==> src/rtl/bus_arb_pkg.sv <==
// Shared definitions for the round-robin bus arbiter.
//   - FSM state encoding (IDLE, OWN, TURN)
//   - clog2 helper used for index/counter widths
//   - default requester count and the matching index width
package bus_arb_pkg;

    localparam logic [1:0] ST_IDLE = 2'd0;  // bus unowned, waiting for any request
    localparam logic [1:0] ST_OWN  = 2'd1;  // one requester holds the bus
    localparam logic [1:0] ST_TURN = 2'd2;  // all drivers off between tenures

    // Ceiling log2, never less than 1 so a width is always legal.
    function automatic int clog2(input int n);
        int r;
        r = 0;
        while ((1 << r) < n) begin
            r = r + 1;
        end
        if (r < 1) begin
            r = 1;
        end
        return r;
    endfunction

    localparam int DEF_NREQ  = 4;
    localparam int DEF_IDX_W = clog2(DEF_NREQ);

endpackage

==> src/rtl/rr_priority_pick.sv <==
// Combinational round-robin pick.
// Finds the first set bit of req scanning ptr, ptr+1, ..., NREQ-1, 0, ..., ptr-1.
// Ports:
//   req    in  NREQ   request vector
//   ptr    in  IDX_W  index with highest priority (must be < NREQ)
//   onehot out NREQ   one-hot of the picked requester, 0 if none
//   idx    out IDX_W  index of the picked requester, 0 if none
//   any    out 1      at least one request is set
module rr_priority_pick
    import bus_arb_pkg::*;
#(
    parameter int NREQ  = DEF_NREQ,
    parameter int IDX_W = clog2(NREQ)
) (
    input  logic [NREQ-1:0]  req,
    input  logic [IDX_W-1:0] ptr,
    output logic [NREQ-1:0]  onehot,
    output logic [IDX_W-1:0] idx,
    output logic             any
);

    localparam logic [IDX_W:0] N_W = (IDX_W + 1)'(NREQ);

    logic [NREQ-1:0] rot;
    logic [IDX_W-1:0] off;
    logic [IDX_W:0]  sum;

    // Rotate so that bit 0 of rot corresponds to req[ptr]; the doubled copy
    // makes the wrap-around fall out of a plain right shift.
    assign rot = NREQ'({req, req} >> ptr);

    // Lowest set bit of the rotated vector is the offset from ptr.
    always_comb begin
        off = '0;
        for (int k = NREQ - 1; k >= 0; k--) begin
            if (rot[k]) begin
                off = IDX_W'(k);
            end
        end
    end

    assign any = |rot;

    // Undo the rotation: idx = (ptr + off) mod NREQ.
    assign sum = {1'b0, ptr} + {1'b0, off};
    assign idx = !any ? '0 : ((sum >= N_W) ? IDX_W'(sum - N_W) : IDX_W'(sum));

    for (genvar gi = 0; gi < NREQ; gi++) begin : g_onehot
        assign onehot[gi] = any && (idx == IDX_W'(gi));
    end

endmodule

==> src/rtl/bus_rr_arbiter.sv <==
// Round-robin arbiter for a shared tristate data bus.
// Issues a registered one-hot grant and per-requester output enables, caps a
// tenure at MAX_BURST cycles while others wait, and inserts TA_CYCLES
// all-off cycles between owners so drivers never overlap.
// Ports:
//   clk        in  1      system clock, rising edge
//   rst        in  1      asynchronous active-low reset
//   req        in  NREQ   level request per requester
//   grant      out NREQ   registered one-hot grant, 0 when unowned
//   bus_oe     out NREQ   tristate enable per requester (grant while owning)
//   owner      out IDX_W  current owner index, 0 when not busy
//   busy       out 1      bus is owned
//   turnaround out 1      bus is in the dead gap between owners
module bus_rr_arbiter
    import bus_arb_pkg::*;
#(
    parameter int NREQ      = DEF_NREQ,
    parameter int MAX_BURST = 4,
    parameter int TA_CYCLES = 1
) (
    input  logic                   clk,
    input  logic                   rst,
    input  logic [NREQ-1:0]        req,
    output logic [NREQ-1:0]        grant,
    output logic [NREQ-1:0]        bus_oe,
    output logic [clog2(NREQ)-1:0] owner,
    output logic                   busy,
    output logic                   turnaround
);

    localparam int IDX_W = clog2(NREQ);
    localparam int BC_W  = clog2(MAX_BURST + 1);
    localparam int TA_W  = clog2(TA_CYCLES + 1);

    localparam logic [BC_W-1:0]  BC_ONE  = BC_W'(1);
    localparam logic [BC_W-1:0]  BC_MAX  = BC_W'(MAX_BURST);
    localparam logic [TA_W-1:0]  TA_LOAD = TA_W'(TA_CYCLES - 1);
    localparam logic [IDX_W-1:0] IDX_TOP = IDX_W'(NREQ - 1);

    logic [1:0]       state_reg, state_next;
    logic [NREQ-1:0]  grant_reg, grant_next;
    logic [NREQ-1:0]  bus_oe_reg, bus_oe_next;
    logic [IDX_W-1:0] owner_reg, owner_next;
    logic             busy_reg, busy_next;
    logic             turn_reg, turn_next;
    logic [IDX_W-1:0] ptr_reg, ptr_next;
    logic [BC_W-1:0]  burst_cnt_reg, burst_cnt_next;
    logic [TA_W-1:0]  ta_cnt_reg, ta_cnt_next;

    logic [NREQ-1:0]  pick_onehot;
    logic [IDX_W-1:0] pick_idx;
    logic             pick_any;
    logic [IDX_W-1:0] owner_inc;
    logic             owner_req;
    logic             others_wait;

    // ptr is only updated on entry to TURN, so the pick made on the final TURN
    // edge already starts just past the previous owner.
    rr_priority_pick #(
        .NREQ  (NREQ),
        .IDX_W (IDX_W)
    ) u_pick (
        .req    (req),
        .ptr    (ptr_reg),
        .onehot (pick_onehot),
        .idx    (pick_idx),
        .any    (pick_any)
    );

    assign owner_inc   = (owner_reg == IDX_TOP) ? '0 : owner_reg + IDX_W'(1);
    assign owner_req   = req[owner_reg];
    assign others_wait = |(req & ~grant_reg);

    always_comb begin
        state_next     = state_reg;
        grant_next     = grant_reg;
        owner_next     = owner_reg;
        busy_next      = busy_reg;
        turn_next      = turn_reg;
        ptr_next       = ptr_reg;
        burst_cnt_next = burst_cnt_reg;
        ta_cnt_next    = ta_cnt_reg;

        case (state_reg)
            ST_IDLE: begin
                if (pick_any) begin
                    state_next     = ST_OWN;
                    grant_next     = pick_onehot;
                    owner_next     = pick_idx;
                    busy_next      = 1'b1;
                    burst_cnt_next = BC_ONE;
                end
            end

            ST_OWN: begin
                if (!owner_req || (burst_cnt_reg == BC_MAX && others_wait)) begin
                    state_next     = ST_TURN;
                    grant_next     = '0;
                    owner_next     = '0;
                    busy_next      = 1'b0;
                    turn_next      = 1'b1;
                    ptr_next       = owner_inc;
                    burst_cnt_next = '0;
                    ta_cnt_next    = TA_LOAD;
                end else if (burst_cnt_reg == BC_MAX) begin
                    // Lone requester: keep the bus, just restart the burst count.
                    burst_cnt_next = BC_ONE;
                end else begin
                    burst_cnt_next = burst_cnt_reg + BC_ONE;
                end
            end

            ST_TURN: begin
                if (ta_cnt_reg == '0) begin
                    turn_next = 1'b0;
                    if (pick_any) begin
                        state_next     = ST_OWN;
                        grant_next     = pick_onehot;
                        owner_next     = pick_idx;
                        busy_next      = 1'b1;
                        burst_cnt_next = BC_ONE;
                    end else begin
                        state_next = ST_IDLE;
                    end
                end else begin
                    ta_cnt_next = ta_cnt_reg - TA_W'(1);
                end
            end

            default: begin
                state_next     = ST_IDLE;
                grant_next     = '0;
                owner_next     = '0;
                busy_next      = 1'b0;
                turn_next      = 1'b0;
                burst_cnt_next = '0;
                ta_cnt_next    = '0;
            end
        endcase

        bus_oe_next = (state_next == ST_OWN) ? grant_next : '0;
    end

    always_ff @(posedge clk or negedge rst) begin
        if (!rst) begin
            state_reg     <= ST_IDLE;
            grant_reg     <= '0;
            bus_oe_reg    <= '0;
            owner_reg     <= '0;
            busy_reg      <= 1'b0;
            turn_reg      <= 1'b0;
            ptr_reg       <= '0;
            burst_cnt_reg <= '0;
            ta_cnt_reg    <= '0;
        end else begin
            state_reg     <= state_next;
            grant_reg     <= grant_next;
            bus_oe_reg    <= bus_oe_next;
            owner_reg     <= owner_next;
            busy_reg      <= busy_next;
            turn_reg      <= turn_next;
            ptr_reg       <= ptr_next;
            burst_cnt_reg <= burst_cnt_next;
            ta_cnt_reg    <= ta_cnt_next;
        end
    end

    assign grant      = grant_reg;
    assign bus_oe     = bus_oe_reg;
    assign owner      = owner_reg;
    assign busy       = busy_reg;
    assign turnaround = turn_reg;

endmodule

==> config.mk <==
export PLATFORM = sky130hd
export DESIGN_NAME = bus_rr_arbiter
export DESIGN_NICKNAME = d
export VERILOG_FILES = /design/src/rtl/bus_arb_pkg.sv /design/src/rtl/rr_priority_pick.sv /design/src/rtl/bus_rr_arbiter.sv
export SDC_FILE = /design/constraint.sdc
export NUM_CORES = 1
export LEC_CHECK = 0
export BUFFER_PORTS_ARGS = -buffer_cell sky130_fd_sc_hd__buf_2
export CAP_MARGIN = 5
export CORE_MARGIN = 3
export CORE_UTILIZATION = 54
export CTS_CLUSTER_DIAMETER = 200
export DETAILED_ROUTE_END_ITERATION = 12
export PLACE_DENSITY_LB_ADDON = 0.08
export REMOVE_ABC_BUFFERS = 1
export SETUP_SLACK_MARGIN = 0.2
export SKIP_LAST_GASP = 1
export SYNTH_ARGS = -nofsm -noshare
export SYNTH_HDL_FRONTEND = slang
export SYNTH_SLANG_ARGS = --single-unit
==> constraint.sdc <==
create_clock -name clk -period 2.75 [get_ports clk]
set_clock_uncertainty 0.05 [all_clocks]
set_input_delay 0.825 -clock clk [delete_from_list [all_inputs] [get_ports clk]]
set_output_delay 0.825 -clock clk [all_outputs]
set_load 0.02 [all_outputs]
* Word-level counts from Yosys, hierarchy flattened
Index checks and enable logic that the tools add are counted.
** Operators by class
- Multiplexer cells :: 37
- Add/sub/neg operators :: 5
- $lt $le $gt $ge :: 2
- Equality and inequality tests :: 10
- Bitwise operators :: 3
- Shift operators :: 1
- Reduce and logical (&&, ||, !) cells :: 15
** Operator list (count)
- $mux 2 :: 13
- $mux 4 :: 4
- $mux 3 :: 4
- $pmux 2 s3 :: 2
- $pmux 4 s3 :: 1
- $pmux 1 s3 :: 3
- $pmux 3 s3 :: 1
- $eq 2x2->1 const B :: 4
- $mux 1 :: 8
- $reduce_or 4->1 :: 2
- $shr 8x2->4 :: 1
- $eq 2x1->1 const B :: 3
- $reduce_and 2->1 :: 3
- $logic_and 1x1->1 :: 5
- $and 4x4->4 :: 1
- $logic_not 2->1 :: 2
- $ne 2x2->1 const B :: 2
- $not 4->4 :: 1
- $add 2x2->3 :: 1
- $add 3x1->3 const B :: 1
- $eq 3x3->1 const B :: 1
- $ge 3x3->1 const B :: 1
- $lt 2x3->1 const B :: 1
- $reduce_and 3->1 :: 1
- other kinds (7) :: 7
** Storage, ports and cells
- Bits in registers :: 20
- Logic and storage cells :: 82

* Logic depth before layout (Yosys ltp)
- Depth in word-level cells :: 15
- Gate-level depth with buffers :: 12
- Mapped depth without buffers :: 11

* Modules after synthesis
A second synthesis with hierarchy kept.
** Unflattened totals
- Cell total of the unflattened synthesis :: 109
- Area total of the unflattened synthesis :: 1193.6 um^2
** By module, submodules not included
- bus_rr_arbiter :: instances 1, seq. area each 475.5 um^2, cells an instance 75, area each 929.6 um^2
- rr_priority_pick :: instances 1, seq. area each 0.0 um^2, cells an instance 34, area each 264.0 um^2

* Least setup slack after synthesis
OpenSTA, ideal clock, no wires.
- Kind :: in2reg
- Start :: input port req[3]
- End :: register bus_oe_reg[1], in the netlist bus_oe[1]
- Arrival :: 2.489 ns
- Path slack :: 0.089 ns
- Path buffers :: 1
- Stages on the path :: 11
- Library setup time :: 0.122 ns
- Cell sequence :: buf_6 -> nor2b_1 -> a21oi_1 -> nor2_1 -> a211oi_1 -> a21oi_1 -> ha_1 -> a311oi_1 -> a311o_1 -> nand4_2 -> a32o_1
** On the way
- Cells in the longest elaborated chain, start to end :: 15
- Elaborated cells between the ends (all ways) :: 31
- Those cells by class :: add/sub: 2; order compare: 1; eq/ne: 2; shift: 1; mux: 18; bitwise: 1; reduce/logical: 6
** Ends and longest elaborated chain
- from (decl) :: line bus_rr_arbiter.sv:23 : input logic [NREQ-1:0] req,
- $shr 8x2->4 :: line rr_priority_pick.sv:30 : assign rot = NREQ'({req, req} >> ptr);
- $mux 2 (4 in a row) :: line rr_priority_pick.sv:36 : if (rot[k]) begin
- $add 2x2->3 :: line rr_priority_pick.sv:45 : assign sum = {1'b0, ptr} + {1'b0, off};
- $ge 3x3->1 or $sub 2x1->2 (tied branches) :: line rr_priority_pick.sv:46 : assign idx = !any ? '0 : ((sum >= N_W) ? IDX_W'(sum - N_W) : IDX_W'(sum));
- $mux 2 (2 in a row) :: line rr_priority_pick.sv:46
- $eq 2x1->1 :: line rr_priority_pick.sv:49 : assign onehot[gi] = any && (idx == IDX_W'(gi));
- $logic_and 1x1->1 :: line rr_priority_pick.sv:49
- $mux 4 :: line bus_rr_arbiter.sv:86, bus_rr_arbiter.sv:116
- $mux 4 :: line bus_rr_arbiter.sv:114 : if (ta_cnt_reg == '0) begin
- $pmux 4 s3 :: line bus_rr_arbiter.sv:84 : case (state_reg)
- $mux 4 * :: line bus_rr_arbiter.sv:141 : bus_oe_next = (state_next == ST_OWN) ? grant_next : '0;
- via bus_oe_next[1] :: line bus_rr_arbiter.sv:42 : logic [NREQ-1:0] bus_oe_reg, bus_oe_next;
- to (signal assigned) :: line bus_rr_arbiter.sv:158 : bus_oe_reg <= bus_oe_next;
- to (decl) :: line bus_rr_arbiter.sv:42
The timed path passes the listed nets; every way through them passes the cells marked *. The select of a mux whose other input is x is not followed.
A chain may end at the register's enable or synchronous reset.

* Final worst setup path
Ends and elaborated chain as after synthesis.

==> results_dict.tcl <==
set metrics [dict create \
    status "complete, no violations" \
    slew_headroom 0.7255 \
    synth_top_area_frac 0.4270 \
    fin_area_sq_mm 0.001314 \
    startpoint_type "primary input" \
    cts_sinks 19 \
    post-dp-hpwl_um 1658 \
    cp_common_cell "a21oi_1" \
    synth_cells 117 \
    clock_path_buffers 2 \
    drive_gt1_frac 0.3071 \
    synth_seq_area_share 0.4270 \
    wirelength_um 2446 \
    cpPeakStageDelay_ps 280 \
    synth-edff-count 0 \
    fillers 169 \
    endpoint_kind "flip-flop" \
    r2r_end "bus_oe[1]" \
    cts_buffers 3 \
    fmax_ghz 0.4094 \
    grt_pass1_wl_um 3981 \
    arrival_ps 2590 \
    dieWidth_um 51.41 \
    ios 18 \
    path_max_fanout 5 \
    die_height_um 51.41 \
    drt_first_pass_iters 4 \
    hold_buffers 0 \
    instances_no_fill 165 \
    row_count 15 \
    layout_min_cycle_time_ps 2443 \
    rsz0062_at_grt "yes" \
    tritoncts "built" \
    first_iter_violations 22 \
    gp_congestion 0.7947 \
    numPlacedInstances 159 \
    final_util 0.7143 \
    crit_required_ps 2900 \
    ys_types 35 \
    viasPerCell 5.782 \
    crit_path_top_delay_cell "a32o_1" \
    async_reset_ff_frac 1.000 \
    insertion_delay_ps 300 \
    maxCapViolCount 0 \
    wl_per_cell_um 14.82 \
    hold_path.class "in -> async" \
    initial_core_util 0.6054 \
    r2r_start "ptr_reg[1]" \
    grt_pass1_vias 879 \
    mappedNetlistArea_sq_mm 0.001114 \
    ys.flop_type "dfrtp_1" \
    leakage_nw 0.6129 \
    hold_viol_final 0 \
    multi_input_area_sq_um 595.6 \
    worstPathCellList "buf_2, nor2b_1, a21oi_1, nor2_1, a211oi_2, a21oi_1, ha_2, a311oi_2, a311o_1, nand4_4, a32o_1" \
    worst_pin_slew_ps 409.9 \
    grt_max_degree 20 \
    critical_path_depth 11 \
    antenna_left 0 \
    placed_area_sq_mm 0.001234 \
    dieArea_sq_mm 0.002643 \
    reg2reg_slack_ps 460 \
    htree_levels 1 \
    yosys_warnings 0 \
    syn2layout_area_growth_pct 17.98 \
    critical_path_buf_inv_count 1 \
    drc 0 \
    regArea_sq_um 476.7 \
    root_buffer "clkbuf_4" \
    syn_area_per_cell_sq_um 9.518 \
    clk_pin_slew_ps 110 \
    crit_family "compound AO/OA/AOI/OAI gates" \
    power.density_mw_per_mm2 1097 \
    antenna_found_initial 0 \
    synth_area_leader_cell "dfrtp_1" \
    synth_seq_cells 19 \
    critPathKind "in -> reg" \
    coreArea_sq_mm 0.001839 \
    ys_top_cells_by_area "dfrtp_1 43%, nand2_1 4.7%, ha_1 4.5%" \
    num_vias 954 \
    period_share 0.8882 \
    port_buffers 17 \
    peakVddDrop_uv 703.6 \
    reg2reg_depth 10 \
    grt_use_total 0.2063 \
    diodes 0 \
    finalSetupViolCount 0 \
    drv_slew 0 \
    final_nets 151 \
    gr-total-overflow 0 \
]
==> worst register-to-register path, stage by stage, from the launching register on <==
cell      delay, ps
dfrtp_2         510
nand2_1          80
a21oi_1         140
nor2_1           60
a211oi_2        190
a21oi_1          70
ha_2            230
a311oi_2        190
a311o_1         250
nand4_4         140
a32o_1          280
==> metal layers <==
layer  wire length [um]  global-route usage  up-vias
met5                  0                   0        -
met4                 17             0.09170        0
met3                118             0.03499        2
met2               1222              0.3390       23
met1               1088              0.2645      463
li1                   -                   -      466
==> power breakdown <==
group / switching (W) / internal [W]
registers: 0.000131 / 0.000388
logic: 0.000425 / 0.000359
clock network: 0.0000840 / 0.0000543
total: 0.000640 / 0.000802
==> synth_stat cells (all sizes together) (3+ instances only) <==
master / instances
a21oi: 7
a22o: 3
buf: 6
dfrtp: 19
ha: 4
inv: 8
nand2: 14
nand2b: 4
nor2: 7
nor3b: 4
o21ai: 9
==> final cells by class <==
class | instances | area share
multi-input combinational | 83 | 0.4533
sequential | 19 | 0.3629
timing repair buffer | 26 | 0.1162
tap | 25 | 0.02381
inverter | 8 | 0.02286
clock buffer | 3 | 0.01714
clock inverter | 1 | 0.003810
==> placed cells by master, fill, tap and decap left out, types with 2 or more instances in the layout <==
cell type,instances
o2111a_1,2
inv_1,8
buf_4,9
mux2_2,2
nor3_1,2
buf_2,17
dfrtp_1,18
nor2_1,7
a22o_1,3
o2bb2ai_1,2
a32o_1,2
clkbuf_4,3
nor3b_1,4
nand2_1,14
o21ai_0,8
ha_1,3
nand2b_1,4
o211ai_1,2
a21oi_1,7
==> metrics by stage <==
| stage | TNS (ps) | total power [W] | setup WS (ps) | hold slack [ps] |
|---|---|---|---|---|
| 6_report | 0 | 0.001442 | 307.4 | 386.4 |
| 2_1_floorplan | 0 | 0.0009915 | 212.9 | 385.2 |
| 3_3_place_gp | -41.47 | 0.001192 | -21.16 | 412.8 |
| 4_1_cts | 0 | 0.001359 | 252.4 | 393.1 |
| 5_1_grt | 0 | 0.001582 | 131.9 | 393.7 |
| 3_5_place_dp | -204.2 | 0.001218 | -76.58 | 412.6 |
==> worst max path at each step <==
stage | startpoint | to | slack [ps]
finish | req[3] | bus_oe[1] | 310
detailed placement | req[3] | bus_oe[1] | -80
floorplan | req[3] | bus_oe[1] | 210
global placement | req[3] | bus_oe[1] | -20
global route | req[3] | bus_oe[2] | 130
CTS | req[3] | bus_oe[1] | 250
==> logic make-up (layout without fill, tap and decap cells) <==
kind of cell               after synthesis  in the layout  share of synthesized area
and+or+nand+nor                         40             41                     0.1876
xor gates and xnor gates                 1              1                   0.007867
DFF                                     19             19                     0.4270
adders and majority gates                4              4                    0.04495
AOI/OAI and AO/OA                       33             33                     0.2056
buffers and inverters                   16             38                    0.07753
muxes                                    4              4                    0.04944
==> timing repair <==
action	in CTS	in global routing
endpoints found under the hold margin	0	0
gates resized for setup	0	8
setup buffers	0	1
endpoints found under the setup margin	0	9
Note: power is estimated with default switching activity, not from simulation.
